`src/rtl/sync_fifo_if.sv`:
```
// Write/read request bundle for sync_fifo; the master side is the producer/consumer, the slave side is the FIFO.
// Handshake: a write completes on a rising edge where wen=1 and wfull=0; a read completes where ren=1 and rempty=0.
interface sync_fifo_if #(
  parameter int WIDTH = 8
);
  logic             wen;
  logic [WIDTH-1:0] din;
  logic             ren;
  logic [WIDTH-1:0] dout;
  logic             wfull;
  logic             rempty;

  modport master (
    output wen, din, ren,
    input  dout, wfull, rempty
  );

  modport slave (
    input  wen, din, ren,
    output dout, wfull, rempty
  );
endinterface

```
`src/rtl/sync_fifo.sv`:
```
// Single-clock FIFO with arbitrary (non power-of-two) depth, registered read data
// and flags derived only from the registered occupancy count.
module sync_fifo #(
  parameter int DEPTH = 22,
  parameter int WIDTH = 8
) (
  input  logic      clk,
  input  logic      rst_n,
  sync_fifo_if.slave bus
);
  localparam int PW = (DEPTH > 1) ? $clog2(DEPTH) : 1;
  localparam int CW = $clog2(DEPTH + 1);

  logic [WIDTH-1:0] mem [DEPTH];
  logic [PW-1:0]    wptr_q, wptr_d;
  logic [PW-1:0]    rptr_q, rptr_d;
  logic [CW-1:0]    count_q, count_d;
  logic [WIDTH-1:0] dout_q, dout_d;
  logic             full, empty, do_wr, do_rd;

  assign full   = (count_q == CW'(DEPTH));
  assign empty  = (count_q == '0);
  assign do_wr  = bus.wen && !full;
  assign do_rd  = bus.ren && !empty;

  assign bus.wfull  = full;
  assign bus.rempty = empty;
  assign bus.dout   = dout_q;

  // Explicit compare-and-clear wrap, since DEPTH need not be a power of two.
  always_comb begin
    wptr_d  = wptr_q;
    rptr_d  = rptr_q;
    count_d = count_q;
    dout_d  = dout_q;
    if (do_wr) begin
      wptr_d = (wptr_q == PW'(DEPTH - 1)) ? '0 : wptr_q + PW'(1);
    end
    if (do_rd) begin
      rptr_d = (rptr_q == PW'(DEPTH - 1)) ? '0 : rptr_q + PW'(1);
      dout_d = mem[rptr_q];
    end
    case ({do_wr, do_rd})
      2'b10:   count_d = count_q + CW'(1);
      2'b01:   count_d = count_q - CW'(1);
      default: count_d = count_q;
    endcase
  end

  always_ff @(posedge clk or posedge rst_n) begin
    if (rst_n) begin
      wptr_q  <= '0;
      rptr_q  <= '0;
      count_q <= '0;
      dout_q  <= '0;
    end else begin
      wptr_q  <= wptr_d;
      rptr_q  <= rptr_d;
      count_q <= count_d;
      dout_q  <= dout_d;
    end
  end

  // Storage is left uncleared by reset; emptiness is tracked by count alone.
  always_ff @(posedge clk) begin
    if (do_wr && !rst_n) begin
      mem[wptr_q] <= bus.din;
    end
  end
endmodule

```
`src/flat_wrapper.sv`:
```
// flat-port wrapper written by rule: the top's interface ports become plain ports
module sync_fifo_flat 
#(
  parameter int DEPTH = 22,
  parameter int WIDTH = 8
)
  (clk, rst_n, bus_wen, bus_din, bus_ren, bus_dout, bus_wfull, bus_rempty);
  sync_fifo_if #(.WIDTH(WIDTH)) bus_i ();
  input  logic clk;
  input  logic rst_n;
  input wire logic [$bits(bus_i.wen)-1:0] bus_wen;
  input wire logic [$bits(bus_i.din)-1:0] bus_din;
  input wire logic [$bits(bus_i.ren)-1:0] bus_ren;
  output wire logic [$bits(bus_i.dout)-1:0] bus_dout;
  output wire logic [$bits(bus_i.wfull)-1:0] bus_wfull;
  output wire logic [$bits(bus_i.rempty)-1:0] bus_rempty;
  assign bus_i.wen = bus_wen;
  assign bus_i.din = bus_din;
  assign bus_i.ren = bus_ren;
  assign bus_dout = bus_i.dout;
  assign bus_wfull = bus_i.wfull;
  assign bus_rempty = bus_i.rempty;
  sync_fifo #(.DEPTH(DEPTH), .WIDTH(WIDTH)) u_core (.clk(clk), .rst_n(rst_n), .bus(bus_i));
endmodule
```
`config.mk`:
```
export PLATFORM = sky130hd
export DESIGN_NAME = sync_fifo_flat
export DESIGN_NICKNAME = d
export VERILOG_FILES = /design/src/rtl/sync_fifo_if.sv /design/src/rtl/sync_fifo.sv /design/src/flat_wrapper.sv
export SDC_FILE = /design/constraint.sdc
export NUM_CORES = 1
export LEC_CHECK = 0
export ABC_AREA = 1
export BUFFER_PORTS_ARGS = -buffer_cell sky130_fd_sc_hd__buf_4
export CORE_MARGIN = 4
export CORE_UTILIZATION = 50
export CTS_CLUSTER_DIAMETER = 80
export DETAILED_ROUTE_END_ITERATION = 10
export PLACE_DENSITY_LB_ADDON = 0.08
export SLEW_MARGIN = 20
export SYNTH_ARGS = -nofsm -noshare
export SYNTH_HDL_FRONTEND = slang
export SYNTH_SLANG_ARGS = --single-unit
```
`constraint.sdc`:
```
create_clock -name clk -period 4.31 [get_ports clk]
set_input_delay 0.2155 -clock clk [delete_from_list [all_inputs] [get_ports clk]]
set_output_delay 0.2155 -clock clk [all_outputs]
set_load 0.01 [all_outputs]
```
==> impl_metrics.env <==
export IMPL_synth_ff_type="edfxtp_1"
export IMPL_timing_rr_start="u_core.count_q[0]"
export IMPL_htreeDepth=4
export IMPL_filler_cell_count=1445
export IMPL_routedWlPerCell_um=18.43
export IMPL_synth_edf_count=176
export IMPL_skew_ns=0.009716
export IMPL_ff2ff_setup_slack_ns=1.19
export IMPL_drtPass1Iterations=5
export IMPL_postCtsHoldBufs=0
export IMPL_required_ns=4.67
export IMPL_leakage_nw=3.813
export IMPL_cts_tree="done"
export IMPL_grt_pass1_wl_um=30910
export IMPL_grt_pass1_vias=5481
export IMPL_initial_core_util_pct=51.59
export IMPL_fin_ws_ns=1.193
export IMPL_syn_inst=828
export IMPL_critPathLaunch="u_core.count_q[0]"
export IMPL_tightest_slew_ns=1.081
export IMPL_syn_to_final_growth_pct=9.203
export IMPL_dp_slack_ns=1.248
export IMPL_start_kind="flip-flop"
export IMPL_postSynthAreaPerCell_um2=10.44
export IMPL_cts_sinks=199
export IMPL_drive_above_1_share_pct=7.168
export IMPL_fin_crit_sh_pct=72.33
export IMPL_clkTransAtPathRegs_ns=0.07
export IMPL_final_min_clock_period_ns=3.117
export IMPL_slew_violations=0
export IMPL_clk_path_buf_depth=2
export IMPL_final_hold_viol_count=8
export IMPL_crit_path_end_kind="flip-flop"
export IMPL_fmax_ghz=0.3208
export IMPL_drcViolationCount=0
export IMPL_rsz0062_at_grt="no"
export IMPL_powerDensity_nw_per_um2=614.5
export IMPL_core_area_um2=16760
export IMPL_cts_resized=0
export IMPL_yosys_cell_types_count=25
export IMPL_cp_endpoint="u_core.count_q[4]"
export IMPL_rr_worst_depth=12
export IMPL_maxCapViolations=0
export IMPL_cts_root_buffer="clkbuf_16"
export IMPL_dpl_hpwl_um=12290
export IMPL_most_common_layout_cells="249 x nand2_1, 176 x edfxtp_1, 86 x nor2_1, 81 x inv_1, 64 x nand3_1"
export IMPL_antenna_found_initial=0
export IMPL_async_flop_share_pct=11.56
export IMPL_ios=22
export IMPL_setup_viol=0
export IMPL_layout_commonest_cell="nand2_1"
export IMPL_setup_tns_ns=0
export IMPL_gp_congestion=0.8263
export IMPL_relSlewSlack_pct=27.39
export IMPL_syn_cell_area_um2=8647
export IMPL_clock_latency_ns=0.44
export IMPL_fin_nets=861
export IMPL_drt_iter0_drc=463
export IMPL_grt_overflow_total=0
export IMPL_critPathArrivalTime_ns=3.48
export IMPL_grt_use_total_pct=20.79
export IMPL_die_y_um=139.5
export IMPL_vias=5703
export IMPL_dieArea_um2=19460
export IMPL_r2r_end="u_core.count_q[4]"
export IMPL_status="finished, violations left"
export IMPL_critPathMaxFanout=21
export IMPL_yosysWarnings=0
export IMPL_critPathKind="flip-flop to flip-flop"
export IMPL_synth_seq_cells=199
export IMPL_hp_class="input port to async pin"
export IMPL_ir_drop_uv=319.2
export IMPL_routed_wl_um=19740
export IMPL_seq_area_frac_synth_pct=67.78
export IMPL_numCtsBuffers=17
export IMPL_violations="hold timing"
export IMPL_antennaDiodeCount=0
export IMPL_num_rows=47
export IMPL_hold_slack_ns=-0.004741
export IMPL_antenna_left=0
export IMPL_synth_fp_nets=851
export IMPL_grt_max_degree=100
export IMPL_port_buffers=21
export IMPL_cts_setup_buffers=0
export IMPL_via_per_inst=5.325
export IMPL_die_w_um=139.5
-- worst min path at each step --
stage / endpoint / depth (start not counted)
global route: u_core.wptr_q[3] / 2
finish: u_core.wptr_q[4] / 2
detailed placement: u_core.bus.dout[3] / 2
floorplan: u_core.bus.dout[0] / 1
global placement: u_core.wptr_q[3] / 2
CTS: u_core.wptr_q[0] / 2
-- flip-flops by register name, indices dropped and copies added, names as in the netlist --
register,flops
u_core.count_q,5
u_core.wptr_q,5
u_core.mem,176
u_core.bus.dout,8
u_core.rptr_q,5
-- cell usage after synthesis, types with 2 or more instances --
cell type  number  area (µm²)
xnor2_1         2       17.52
nand3b_1        2       15.01
edfxtp_1      176        5285
ha_1           10       125.1
a21oi_1        36       180.2
buf_6           7       78.83
o21ai_0        33       165.2
buf_2          14       70.07
nor3_1          3       15.01
dfrtp_1        23       575.6
nand3_1        64       320.3
clkbuf_1        8       30.03
buf_4           4       30.03
inv_2           3       11.26
nand4_1         3       18.77
nor2_1         86       322.8
o21ai_1        14       70.07
clkinv_1        3       11.26
nand2_1       249       934.7
xor2_1          3       26.28
inv_1          81       304.0
-- area by class of cell --
| class | count | area, µm² | share of cell area [%] |
|---|---|---|---|
| sequential | 199 | 5863 | 62.09 |
| multi-input combinational | 509 | 2251 | 23.84 |
| clock buffer | 17 | 425.4 | 4.505 |
| inverter | 87 | 326.6 | 3.458 |
| tap | 220 | 275.3 | 2.915 |
| timing repair buffer | 24 | 180.2 | 1.908 |
| clock inverter | 15 | 121.4 | 1.285 |
-- kinds of logic after synthesis --
logic type / count (synthesis) / share of synthesized area, %
XOR/XNOR: 5 / 0.5065
AND/OR/NAND/NOR: 409 / 18.97
AO/OA/AOI/OAI: 84 / 4.876
adder cells (fa/ha/maj): 11 / 1.678
buffers and inverters: 120 / 6.193
flip-flops: 199 / 67.78
-- worst max-delay path: stages, from the launching register on --
cell     delay (ns)
dfrtp_1        0.44
nor2_1         0.21
nand4_1        0.17
nand2_1        0.55
inv_2          0.20
ha_1           0.34
fa_1           0.44
a21oi_1        0.18
nor2_1         0.06
nor2_1         0.12
xor2_1         0.19
nand2_1        0.07
o21ai_0        0.07
-- report_power, final --
part,internal (mW),switching (mW),leakage (nW)
clock network,0.752,0.731,0.266
registers,2.26,0.130,1.86
logic,0.571,1.35,1.69
-- per-stage QoR --
step                      cells  cell area (µm²)  utilization, %  hold WS [ns]  power [mW]
after CTS                  1071             9443           56.34       0.03102       5.816
after global placement     1039             8896           53.08        0.4712       4.303
after detailed placement   1039             8896           53.08        0.4778       4.349
after floorplan             828             8647               -        0.2174       3.807
after global routing       1071             9443           56.34       0.07993       6.166
final                      1071             9443           56.34     -0.004741       5.803
-- metal layers --
metal	global-route usage, %	vias to the layer above	wire length (µm)
li1	-	2758	-
met1	28.89	2761	9084
met2	33.18	161	9322
met3	4.700	23	1041
met4	5.973	0	288
met5	0	-	0
No activity file was read; power rests on OpenSTA's default activity.
